`config.mk`:
```
export PLATFORM = sky130hd
export DESIGN_NAME = servant_ram_arbiter
export DESIGN_NICKNAME = d
export VERILOG_FILES = /design/src/rtl/servant_pkg.sv /design/src/rtl/servant_rr_pick.sv /design/src/rtl/servant_ram_arbiter.sv
export SDC_FILE = /design/constraint.sdc
export NUM_CORES = 1
export LEC_CHECK = 0
export ABC_AREA = 1
export BUFFER_PORTS_ARGS = -buffer_cell sky130_fd_sc_hd__buf_2
export CAP_MARGIN = 20
export CELL_PAD_IN_SITES_DETAIL_PLACEMENT = 0
export CELL_PAD_IN_SITES_GLOBAL_PLACEMENT = 2
export CORE_ASPECT_RATIO = 1.1
export CORE_MARGIN = 1
export CORE_UTILIZATION = 13
export DETAILED_ROUTE_END_ITERATION = 10
export GPL_TIMING_DRIVEN = 0
export HOLD_SLACK_MARGIN = 0.02
export PLACE_DENSITY_LB_ADDON = 0.1
export SETUP_SLACK_MARGIN = 0.3
export SYNTH_ARGS = -nofsm -noshare
export SYNTH_HDL_FRONTEND = slang
export SYNTH_HIERARCHICAL = 1
export SYNTH_SLANG_ARGS = --single-unit
```
`constraint.sdc`:
```
create_clock -name i_clk -period 2.9 [get_ports i_clk]
set_input_delay 0.435 -clock i_clk [delete_from_list [all_inputs] [get_ports i_clk]]
set_output_delay 0.435 -clock i_clk [all_outputs]
set_load 0.03 [all_outputs]
```
`src/rtl/servant_pkg.sv`:
```
`default_nettype none
// ============================================================================
// Module   : servant_pkg
// Brief    : Shared owner/state encodings for the servant RAM arbiter.
// Revision : 1.0
// ============================================================================
package servant_pkg;

    localparam logic [1:0] OWN_NONE = 2'd0;
    localparam logic [1:0] OWN_IBUS = 2'd1;
    localparam logic [1:0] OWN_DBUS = 2'd2;
    localparam logic [1:0] OWN_SBUS = 2'd3;

    localparam logic [0:0] ST_IDLE = 1'b0;
    localparam logic [0:0] ST_BUSY = 1'b1;

    // Read data returned to a requester whose transaction was killed by the watchdog
    localparam logic [31:0] TIMEOUT_FILL = 32'h0;

endpackage : servant_pkg
`default_nettype wire

```
`src/rtl/servant_rr_pick.sv`:
```
`default_nettype none
// ============================================================================
// Module   : servant_rr_pick
// Brief    : Combinational 3-way rotating priority picker returning an owner code.
// Revision : 1.0
// ============================================================================
module servant_rr_pick
    import servant_pkg::*;
#(
    parameter bit FIXED = 1'b0
) (
    input  logic [2:0] i_req,    // {sbus, dbus, ibus}
    input  logic [1:0] i_last,
    output logic [1:0] o_grant
);

    always_comb begin
        o_grant = OWN_NONE;
        if (FIXED) begin
            if      (i_req[2]) o_grant = OWN_SBUS;
            else if (i_req[1]) o_grant = OWN_DBUS;
            else if (i_req[0]) o_grant = OWN_IBUS;
        end else begin
            // Search begins just after the last completed owner; none/sbus both restart at ibus
            case (i_last)
                OWN_IBUS: begin
                    if      (i_req[1]) o_grant = OWN_DBUS;
                    else if (i_req[2]) o_grant = OWN_SBUS;
                    else if (i_req[0]) o_grant = OWN_IBUS;
                end
                OWN_DBUS: begin
                    if      (i_req[2]) o_grant = OWN_SBUS;
                    else if (i_req[0]) o_grant = OWN_IBUS;
                    else if (i_req[1]) o_grant = OWN_DBUS;
                end
                default: begin
                    if      (i_req[0]) o_grant = OWN_IBUS;
                    else if (i_req[1]) o_grant = OWN_DBUS;
                    else if (i_req[2]) o_grant = OWN_SBUS;
                end
            endcase
        end
    end

endmodule : servant_rr_pick
`default_nettype wire

```
`src/rtl/servant_ram_arbiter.sv`:
```
`default_nettype none
// ============================================================================
// Module   : servant_ram_arbiter
// Brief    : Registered Wishbone arbiter sharing the servant RAM between ibus,
//            dbus and the debug system bus, with a hung-slave watchdog.
// Revision : 1.0
// ============================================================================
module servant_ram_arbiter
    import servant_pkg::*;
#(
    parameter string PRIO_MODE = "RR",
    parameter int    TIMEOUT   = 1023,
    parameter int    TW        = (TIMEOUT > 0) ? $clog2(TIMEOUT + 1) : 1
) (
    input  logic        i_clk,
    input  logic        i_rst,
    input  logic [31:0] i_ibus_adr,
    input  logic        i_ibus_cyc,
    output logic [31:0] o_ibus_rdt,
    output logic        o_ibus_ack,
    input  logic [31:0] i_dbus_adr,
    input  logic [31:0] i_dbus_dat,
    input  logic [3:0]  i_dbus_sel,
    input  logic        i_dbus_we,
    input  logic        i_dbus_cyc,
    output logic [31:0] o_dbus_rdt,
    output logic        o_dbus_ack,
    input  logic [31:0] i_sbus_adr,
    input  logic [31:0] i_sbus_dat,
    input  logic [3:0]  i_sbus_sel,
    input  logic        i_sbus_we,
    input  logic        i_sbus_cyc,
    output logic [31:0] o_sbus_rdt,
    output logic        o_sbus_ack,
    output logic [31:0] o_mem_adr,
    output logic [31:0] o_mem_dat,
    output logic [3:0]  o_mem_sel,
    output logic        o_mem_we,
    output logic        o_mem_cyc,
    input  logic [31:0] i_mem_rdt,
    input  logic        i_mem_ack,
    output logic [1:0]  o_owner,
    output logic        o_timeout
);

    localparam bit c_fixed = (PRIO_MODE == "FIXED");

    logic [0:0]    r_state;
    logic [1:0]    r_owner;
    logic [1:0]    r_last;
    logic [TW-1:0] r_cnt;

    logic [2:0] w_req;
    logic [1:0] w_last;
    logic [1:0] w_pick;
    logic       w_busy;
    logic       w_own_cyc;
    logic       w_ack;
    logic       w_to;
    logic       w_end;

    assign w_req  = {i_sbus_cyc, i_dbus_cyc, i_ibus_cyc};
    assign w_last = c_fixed ? OWN_NONE : r_last;

    servant_rr_pick #(
        .FIXED (c_fixed)
    ) u_pick (
        .i_req   (w_req),
        .i_last  (w_last),
        .o_grant (w_pick)
    );

    always_comb begin
        w_own_cyc = 1'b0;
        o_mem_adr = 32'h0;
        o_mem_dat = 32'h0;
        o_mem_sel = 4'h0;
        o_mem_we  = 1'b0;
        case (r_owner)
            OWN_IBUS: begin
                w_own_cyc = i_ibus_cyc;
                o_mem_adr = i_ibus_adr;
                o_mem_sel = 4'hF;
            end
            OWN_DBUS: begin
                w_own_cyc = i_dbus_cyc;
                o_mem_adr = i_dbus_adr;
                o_mem_dat = i_dbus_dat;
                o_mem_sel = i_dbus_sel;
                o_mem_we  = i_dbus_we;
            end
            OWN_SBUS: begin
                w_own_cyc = i_sbus_cyc;
                o_mem_adr = i_sbus_adr;
                o_mem_dat = i_sbus_dat;
                o_mem_sel = i_sbus_sel;
                o_mem_we  = i_sbus_we;
            end
            default: ;
        endcase
    end

    assign w_busy = (r_state == ST_BUSY);
    assign w_ack  = w_busy & i_mem_ack;

    // A real ack in the deadline cycle always beats the watchdog
    generate
        if (TIMEOUT > 0) begin : g_wdog
            assign w_to = w_busy & w_own_cyc & ~i_mem_ack & (r_cnt == TW'(TIMEOUT - 1));
        end else begin : g_no_wdog
            assign w_to = 1'b0;
        end
    endgenerate

    assign w_end     = w_ack | w_to;
    assign o_mem_cyc = w_busy & w_own_cyc & ~w_to;
    assign o_timeout = w_to;
    assign o_owner   = r_owner;

    assign o_ibus_ack = w_end & (r_owner == OWN_IBUS);
    assign o_dbus_ack = w_end & (r_owner == OWN_DBUS);
    assign o_sbus_ack = w_end & (r_owner == OWN_SBUS);

    assign o_ibus_rdt = (r_owner != OWN_IBUS) ? 32'h0 : (w_to ? TIMEOUT_FILL : i_mem_rdt);
    assign o_dbus_rdt = (r_owner != OWN_DBUS) ? 32'h0 : (w_to ? TIMEOUT_FILL : i_mem_rdt);
    assign o_sbus_rdt = (r_owner != OWN_SBUS) ? 32'h0 : (w_to ? TIMEOUT_FILL : i_mem_rdt);

    always_ff @(posedge i_clk or posedge i_rst) begin
        if (i_rst) begin
            r_state <= ST_IDLE;
            r_owner <= OWN_NONE;
            r_last  <= OWN_NONE;
            r_cnt   <= '0;
        end else begin
            case (r_state)
                ST_IDLE: begin
                    r_cnt <= '0;
                    if (w_pick != OWN_NONE) begin
                        r_state <= ST_BUSY;
                        r_owner <= w_pick;
                    end
                end
                default: begin
                    // Aborts return to IDLE without moving the rotation pointer
                    if (w_end || !w_own_cyc) begin
                        r_state <= ST_IDLE;
                        r_owner <= OWN_NONE;
                        r_cnt   <= '0;
                        if (w_end) r_last <= r_owner;
                    end else begin
                        r_cnt <= r_cnt + TW'(1);
                    end
                end
            endcase
        end
    end

endmodule : servant_ram_arbiter
`default_nettype wire

```
# --- After elaboration in Yosys (flattened, before gate mapping) ---
# Cells that the tools add are included.
# Widths: inputs -> output; s select.
word_totals:
  ff_bits: 15
  inputBits: 208
  output_inout_bits: 172
op_classes:
  add_sub_neg: 1
  n_eq_ne: 10
  muxes: 27
  bitwise_logic: 11
  reduce_logical: 6
op_table:
  columns: ["operator", "n"]
  rows:
  - ["$mux 32", 4]
  - ["$pmux 32 s3", 1]
  - ["$pmux 32 s2", 1]
  - ["$mux 2", 11]
  - ["$mux 10", 2]
  - ["$pmux 4 s3", 1]
  - ["$add 10x1->10 const B", 1]
  - ["$eq 10x10->1 const B", 1]
  - ["$and 1x1->1", 8]
  - ["$eq 2x2->1 const B", 3]
  - ["$eq 2x1->1 const B", 2]
  - ["$mux 1", 4]
  - ["$ne 2x1->1 const B", 2]
  - ["$ne 2x2->1 const B", 2]
  - ["$pmux 2 s2", 1]
  - ["$reduce_bool 2->1", 2]
  - ["$pmux 1 s3", 1]
  - ["$reduce_and 3->1", 1]
  - ["$not 1->1", 2]
  - ["$pmux 1 s2", 1]
  - ["$reduce_and 2->1", 1]
  - ["$logic_not 1->1", 1]
  - ["$logic_or 1x1->1", 1]
  - ["$or 1x1->1", 1]

# --- Depth between registers and ports, before layout ---
# Gate-level depths: netlist of run 1.
logic_depth:
  word_depth: 9
  mapped_depth: 10
  mapped_depth_nobuf: 9

# --- Modules after synthesis ---
# The synthesis of run 1 kept the hierarchy.
modules_own_cells:
  columns: ["module", "n_inst", "cells_per_inst", "area_per_inst_um2", "seq_area_each_um2"]
  rows:
  - ["servant_ram_arbiter", 1, 499, 2747.6, 375.4]
  - ["servant_rr_pick", 1, 26, 117.6, 0.0]

# --- Worst setup path before layout of run 1 ---
# No wires, ideal clock.
synth_path:
  kind: "reg2out"
  start: "register r_owner[0] (netlist: o_owner[0])"
  end: "output o_dbus_rdt[10]"
  t_arrival_ps: 1794
  setup_slack_ps: 671
  stages_incl_launch_ff: 11
  path_cell_list: "dfrtp_1 -> buf_6 -> inv_4 -> nand3_1 -> nand3_2 -> nand2_2 -> nor2_4 -> inv_4 -> buf_12 -> nand2_4 -> nor2_1"
synth_via:
  elab_chain_cells: 7
  word_cells_on_any_way: 10
synth_lines:
  columns: ["element", "line", "text"]
  rows:
  - ["start: declaration", "servant_ram_arbiter.sv:49", "logic [1:0] r_owner;"]
  - ["start signal: assignment", "servant_ram_arbiter.sv:140", "r_owner <= w_pick;"]
  - ["$eq 2x2->1 or $eq 2x1->1 (tied branches)", "servant_ram_arbiter.sv:79", "case (r_owner)"]
  - ["$pmux 1 s3 *", "servant_ram_arbiter.sv:79", null]
  - ["$and 1x1->1 * (3 in a row)", "servant_ram_arbiter.sv:109", "assign w_to = w_busy & w_own_cyc & ~i_mem_ack & (r_cnt == TW'(TIMEOUT - 1));"]
  - ["via o_timeout", "servant_ram_arbiter.sv:43", "output logic o_timeout"]
  - ["$mux 32 * (2 in a row)", "servant_ram_arbiter.sv:125", "assign o_dbus_rdt = (r_owner != OWN_DBUS) ? 32'h0 : (w_to ? TIMEOUT_FILL : i_mem_rdt);"]
  - ["end: declaration", "servant_ram_arbiter.sv:26", "output logic [31:0] o_dbus_rdt,"]
# The timed path passes the listed nets; every way through them passes the cells marked *.

# --- Worst setup path after layout of run 1 ---
layout_path:
  start: "register r_cnt[0]"
  end: "output o_sbus_rdt[22]"
layout_via:
  elab_chain_cells: 4
layout_lines:
  columns: ["element", "line", "text"]
  rows:
  - ["start: declaration", "servant_ram_arbiter.sv:51", "logic [TW-1:0] r_cnt;"]
  - ["start signal: assignment", "servant_ram_arbiter.sv:151", "r_cnt <= r_cnt + TW'(1);"]
  - ["$eq 10x10->1", "servant_ram_arbiter.sv:109", null]
  - ["$and 1x1->1", "servant_ram_arbiter.sv:109", null]
  - ["$mux 32 (2 in a row)", "servant_ram_arbiter.sv:126", "assign o_sbus_rdt = (r_owner != OWN_SBUS) ? 32'h0 : (w_to ? TIMEOUT_FILL : i_mem_rdt);"]
  - ["end: declaration", "servant_ram_arbiter.sv:33", "output logic [31:0] o_sbus_rdt,"]
# No other way between the ends.

==> results of run 1 <==
[layer usage]
layer / GRT usage [%] / share of wire (%) / up-vias
met3: 2.12 / 6.9 / 9
met5: 0 / 0.072 / -
met1: 15.3 / 37 / 2061
met4: 1.47 / 0.44 / 2
met2: 30.0 / 55 / 204
li1: - / - / 2425
[cells in the mapped netlist, types with 3 or more instances]
master      n  area, sq um
buf_2       7         35.0
buf_12      3         60.1
ha_1        4         50.1
nand2_4    30          338
nand3_1   109          546
inv_1      19         71.3
dfrtp_1    15          375
clkbuf_1   25         93.8
nor2_1    115          432
xor2_1      4         35.0
o21ai_0     7         35.0
nand2_1   161          604
[area by class of cell]
cell class | count | area (sq um)
Multi-Input combinational cell | 449 | 2190
Clock buffer | 3 | 75.1
Clock inverter | 1 | 5.00
Inverter | 22 | 87.6
Timing Repair Buffer | 379 | 1900
Fill cell | 2598 | 16200
Buffer | 39 | 228
Tap cell | 290 | 363
Sequential cell | 15 | 377
[worst paths after layout]
| path | startpoint | to | slack, ns |
|---|---|---|---|
| min reg2reg | r_cnt[0] | r_cnt[0] | 0.52 |
| max reg2reg | r_last[0] | o_owner[1] | 1.30 |
| min in group i_clk | r_cnt[0] | r_cnt[0] | 0.52 |
| max in group asynchronous | i_rst | o_owner[1] | 2.22 |
| min | i_rst | o_owner[0] | 0.25 |
| max | r_cnt[0] | o_sbus_rdt[22] | 0.45 |
[worst register-to-register path: cells and delay by family (launching register included)]
kind | cells | cell delay, ns
simple gates | 5 | 0.41
flops | 1 | 0.36
compound gates | 1 | 0.29
fa+ha+maj | 1 | 0.34
buf+inv | 2 | 0.12
[metrics by stage]
step                utilization, %  instances  hold slack (ns)  area (sq um)
floorplan                        -        525            0.336          2870
global placement              23.9       1194            0.506          5120
detailed placement            23.9       1194            0.510          5120
CTS                           24.3       1198            0.283          5210
global route                  24.3       1198            0.312          5220
finish                        24.3       1198            0.255          5220
[repair_timing]
action                                  in CTS  in global routing
endpoints found under the setup margin      21                 37
buffers inserted                             0                  0
resized for setup                            1                  6
pin swaps                                    0                  0
hold endpoints to repair                     0                  0
[power groups by stage]
| stage | sequential (mW) | combinational (mW) | clock, mW |
|---|---|---|---|
| after floorplan | 0.307 | 2.93 | 0 |
| after global routing | 0.295 | 4.75 | 0.288 |
| after detailed placement | 0.290 | 4.45 | 0 |
| after global placement | 0.288 | 4.51 | 0 |
| after CTS | 0.286 | 4.46 | 0.277 |
| final | 0.287 | 4.38 | 0.268 |
[registers in the layout (all words and copies together) (netlist names)]
name and flops:
r_cnt 10, r_last 2, o_owner 2, r_state 1
[kinds of logic after synthesis]
family | Yosys count | synth area share [%]
flops | 15 | 13.1
compound gates | 13 | 2.71
fa+ha+maj | 4 | 1.75
buf+inv | 61 | 10.7
simple gates | 426 | 69.9
xor+xnor | 6 | 1.83
[placed cells by master (no fill, tap or decap), drive strengths merged]
| cell type | synthesis | routed |
|---|---|---|
| clkinv | 0 | 1 |
| a21oi | 2 | 2 |
| clkbuf | 25 | 30 |
| nor2 | 118 | 118 |
| nand2 | 193 | 193 |
| a211oi | 1 | 1 |
| dfrtp | 15 | 15 |
| nand3 | 111 | 111 |
| ha | 4 | 4 |
| buf | 14 | 391 |
| a31o | 1 | 1 |
| a31oi | 2 | 2 |
| o21ai | 7 | 7 |
| nand4 | 2 | 2 |
| xor2 | 4 | 4 |
| nor3 | 2 | 2 |
| inv | 22 | 22 |
| xnor2 | 2 | 2 |
==> flow_metrics.py, run 1 <==
metrics = {
    "worst_setup_path": {
        "critPathTopFamily": "simple AND/OR/NAND/NOR gates",
        "cpMostUsedCell": "nor2_1",
        "critPathBufInv": 4,
        "slowest_delay_ns": 0.42,
        "path_depth": 11,
        "required_ns": 2.47,
        "cp_data_arrival_time_ns": 2.02,
        "crit_chain": "inv_1 > ha_1 > nand2_1 > nor2_1 > nand3_2 > nor2_4 > inv_4 > buf_12 > nand2_4 > nor2_1 > buf_2",
        "worstPathMaxFanout": 10,
        "reg2reg_depth": 9,
        "crit_type": "flip-flop to output port",
        "cpMaxStageDelayCell": "dfrtp_1",
        "critPathCaptureType": "output port",
        "crit_path_start_kind": "flip-flop",
    },
    "timing": {
        "tightest_slew_ns": 0.599,
        "fin_skew_ns": 0.00150,
        "slew-limit-headroom_pct": 60.0,
        "finalWorstSetupSlack_ns": 0.450,
        "rsz0062_at_grt": "false",
        "finalHoldViolCount": 0,
        "finalSetupTns_ns": 0,
        "slew_violations": 0,
        "finalCritPeriodShare_pct": 84.5,
        "setup_viol": 0,
        "fmax_ghz": 0.408,
        "fin_crit_ns": 2.45,
    },
    "synth": {
        "syn_area_per_cell_sq_um": 5.46,
        "netlist_area_sq_mm": 0.00287,
        "seq_area_frac_synth_pct": 13.1,
        "ys.flop_type": "dfrtp_1",
        "synth_cells": 525,
        "synth-async-reset-ratio_pct": 100,
        "syn_nets": 737,
        "ys_ff_latch": 15,
        "synth-warning-count": 6,
        "synth.distinct_cells": 29,
        "synth_edf_count": 0,
    },
    "final_layout": {
        "synthToLayoutAreaGrowth_pct": 82.1,
        "finalNetCount": 1121,
        "final_layout_size_suffix_gt1_share_pct": 48.7,
        "diodes": 0,
    },
    "clock_network": {
        "cts_tree": "yes",
        "ctsHtreeMaxLevel": 1,
        "clk_latency_ns": 0.24,
        "clockBufferDepth": 2,
        "numCtsBuffers": 3,
        "clock-root-buffer": "clkbuf_16",
        "cts_sinks": 15,
        "clkSlewWorstSetupHoldPaths_ns": 0.05,
        "ctsHoldBuffers": 0,
    },
    "route": {
        "routed_wl_microns": 18000,
        "antenna_left": 0,
        "drc_errors": 0,
        "vias_per_cell": 3.92,
        "vias": 4701,
        "wl_per_cell_microns": 15.1,
        "drt_pass1_iterations": 4,
        "drt_iter0_drc": 141,
    },
    "global_routing": {
        "grt_overflow_total": 0,
        "track_usage_pct": 14.4,
        "grt_pass1_vias": 4420,
        "antenna_found_initial": 1,
        "grt_max_degree": 16,
        "grt_pass1_wl_microns": 25000,
    },
    "floorplanning": {
        "core_sq_mm": 0.0214,
        "start_util_pct": 13.4,
        "rows": 56,
        "dieArea_sq_mm": 0.0226,
        "num_io_pins": 380,
        "die_x_microns": 144,
        "die_y_microns": 158,
    },
    "power_and_ir_drop": {
        "clockPowerShare_pct": 5.4,
        "power_density_mw_per_mm2": 945,
        "p_int_mw": 1.58,
        "p_seq_share_pct": 5.8,
        "power_frac_comb_pct": 88.7,
        "switching_share_pct": 68.0,
        "power_mw": 4.93,
        "leakagePower_nw": 3.18,
        "irDropWorstVdd_mv": 0.250,
        "switchingPower_mw": 3.35,
    },
    "placed_design": {
        "dp_hpwl_microns": 15200,
        "portBuffers": 379,
        "pre_cts_slack_ns": 0.480,
        "gp_congestion": 0.751,
    },
    "run": {
        "max_cap_violations": 0,
    },
    "hold_path": {
        "holdCritPathClass": "input pin to async pin",
    },
    "status": {
        "status": "completed",
    },
}
Note: power is estimated with default switching activity, not from simulation.
==> inputs of run 2 (changes only) <==
CORE_UTILIZATION = 11   (was 13)
clock period = 2.25 ns   (was 2.9 ns; I/O delays follow)
==> run 2 against run 1 <==
Effect of this change: non-clock buffer count up 39; sequential share of layout area shrank 2.4 points; register-to-register slack worse by 0.82 ns; via count grew 5.0%; largest cell class is now non-clock buffers; routed wire length is 15% higher; hold slack worse by 0.10 ns; critical endpoint is now o_sbus_rdt[8]; utilization increased by 6.7 points; clock-buffer cell count up 1; global-route usage is 0.95 points lower; largest power group unchanged; combinational power up 92%; final cell count rose by 8.0%; critical path depth unchanged.
==> flow_metrics.py, run 2 (synthesis gave the netlist of run 1 again) <==
metrics = {
    "timing": {
        "slew-limit-headroom_pct": 59.7,
        "finalHoldViolCount": 0,
        "setup_viol": 0,
        "fin_crit_ns": 2.24,
        "finalWorstSetupSlack_ns": 0.0134,
        "rsz0062_at_grt": "true",
        "slew_violations": 0,
        "finalCritPeriodShare_pct": 99.4,
        "fmax_ghz": 0.447,
        "tightest_slew_ns": 0.604,
        "fin_skew_ns": 0.00257,
    },
    "global_routing": {
        "grt_util_met3_pct": 3.05,
        "grt_pass1_wl_microns": 27200,
        "track_usage_pct": 13.4,
        "grt_overflow_total": 0,
        "antenna_found_initial": 1,
        "use_met2_pct": 27.3,
        "grt_pass1_vias": 4416,
        "globalRoute.busiestLayer": "met2",
        "grt_use_met1_pct": 14.3,
        "grt_max_degree": 16,
    },
    "final_layout": {
        "fin_cells": 1294,
        "final_common_cell": "buf_2",
        "largest_reg_flops": 10,
        "regMostFlops": "r_cnt",
        "final_layout_size_suffix_gt1_share_pct": 69.5,
        "synthToLayoutAreaGrowth_pct": 175,
        "final_util_pct": 31.0,
        "fillCellCount": 2794,
        "finalInstanceArea_sq_mm": 0.00788,
        "finalNetCount": 1160,
        "mostFrequentLayoutCells": "buf_2, buf_6, nand2_1",
    },
    "placed_design": {
        "pre_cts_slack_ns": -0.0371,
        "portBuffers": 379,
        "gp_congestion": 0.710,
        "dpl.cell_count": 1250,
        "place_area_sq_mm": 0.00544,
        "dp_hpwl_microns": 16700,
    },
    "route": {
        "drc_errors": 0,
        "vias": 4938,
        "antenna_left": 0,
        "routed_wl_microns": 20700,
        "wl_per_cell_microns": 16.0,
        "drt_pass1_iterations": 4,
        "drt_iter0_drc": 145,
        "vias_per_cell": 3.82,
    },
    "clock_network": {
        "ctsHoldBuffers": 0,
        "cts_sinks": 15,
        "clockBufferDepth": 2,
        "ctsHtreeMaxLevel": 1,
        "numCtsBuffers": 3,
        "clock-root-buffer": "clkbuf_16",
        "clkSlewWorstSetupHoldPaths_ns": 0.05,
        "clk_latency_ns": 0.24,
        "cts_tree": "yes",
    },
    "worst_setup_path": {
        "crit_path_start_kind": "flip-flop",
        "critPathTopFamily": "buffers and inverters",
        "critPathCaptureType": "output port",
        "cpMaxStageDelayCell": "dfrtp_2",
        "r2r_slack_ns": 0.48,
        "rr_endpoint": "r_last[0]",
        "reg2reg_depth": 12,
        "required_ns": 1.91,
        "slowest_delay_ns": 0.41,
        "worstPathMaxFanout": 8,
        "crit_type": "flip-flop to output port",
        "crit_chain": "buf_8 > inv_12 > nand3_4 > nand3_4 > nand2_4 > nor2_4 > inv_8 > clkbuf_16 > nand2_4 > nor2_1 > buf_4",
        "critPathBufInv": 5,
        "reg2reg_from": "o_owner[0]",
        "cp_data_arrival_time_ns": 1.90,
    },
    "hold_path": {
        "holdCritPathClass": "input pin to async pin",
    },
    "floorplanning": {
        "rows": 61,
        "dieArea_sq_mm": 0.0267,
        "die_y_microns": 171,
        "start_util_pct": 11.3,
        "core_sq_mm": 0.0254,
        "die_x_microns": 156,
        "num_io_pins": 380,
    },
    "power_and_ir_drop": {
        "power_density_mw_per_mm2": 1160,
        "leakagePower_nw": 4.04,
        "irDropWorstVdd_mv": 0.443,
    },
    "run": {
        "max_cap_violations": 0,
    },
    "status": {
        "status": "completed",
    },
}
## run 2: cell types whose count changed in the layout (fill, tap and decap cells not counted), moves of 51 or more
cell	before	now
nand2_1	160	95
nor2_4	2	53
buf_4	1	54
buf_2	385	230
buf_6	2	120
nor2_1	115	50
## run 2: how the worst max path moves through the flow
stage | start | end | slack, ns | cells after the start
floorplan | o_owner[0] | o_ibus_rdt[11] | 0.18 | 10
global placement | o_owner[1] | o_ibus_rdt[28] | -0.07 | 6
detailed placement | o_owner[1] | o_ibus_rdt[28] | -0.04 | 6
CTS | o_owner[0] | o_sbus_rdt[5] | -0.006 | 11
global route | o_owner[0] | o_ibus_rdt[12] | -0.07 | 11
finish | o_owner[0] | o_sbus_rdt[8] | 0.01 | 11
## run 2: what timing repair did
item / 4_1_cts / 5_1_grt
gates resized for setup: 145 / 509
gates cloned: 1 / 8
pin swaps: 7 / 30
hold endpoints to repair: 0 / 0
buffers inserted: 9 / 21
setup endpoints to repair: 170 / 170
## run 2: worst register-to-register path: stages, from the launching register on
cell,delay [ns]
dfrtp_2,0.41
buf_8,0.15
inv_12,0.07
nand3_4,0.06
nand3_4,0.10
nand2_4,0.07
nor2_4,0.18
buf_4,0.16
a21oi_4,0.05
buf_4,0.16
buf_4,0.12
nand2_1,0.04
o21ai_0,0.08
## run 2: routing by layer
| metal | wire, microns | part of all wire [%] | up-vias |
|---|---|---|---|
| met5 | 0 | 0 | - |
| met4 | 105 | 0.51 | 0 |
| met3 | 1640 | 7.9 | 6 |
| met2 | 11600 | 56 | 207 |
| met1 | 7360 | 36 | 2199 |
| li1 | - | - | 2526 |
## run 2: area by class of cell
type                            instances  area [sq um]  share of cell area (%)
Timing Repair Buffer                  418          3180                    40.4
Buffer                                 39           419                    5.32
Multi-Input combinational cell        449          3280                    41.6
Antenna cell                            1          2.50                  0.0318
Clock buffer                            4          78.8                    1.00
Tap cell                              346           433                    5.49
Sequential cell                        15           378                    4.80
Inverter                               22           108                    1.37
## run 2: where the power goes
group          internal, mW  switching [mW]
Sequential            0.323          0.0674
Clock                 0.240           0.109
Combinational          3.38            5.02
Total                  3.94            5.19
## run 2: per-stage QoR
| stage | TNS [ns] | hold WS [ns] | power (mW) |
|---|---|---|---|
| floorplan | 0 | 0.239 | 4.42 |
| global placement | -0.0653 | 0.454 | 6.48 |
| detailed placement | -0.260 | 0.457 | 6.39 |
| CTS | -0.0233 | 0.195 | 7.23 |
| global route | -1.98 | 0.222 | 9.73 |
| finish | 0 | 0.155 | 9.14 |
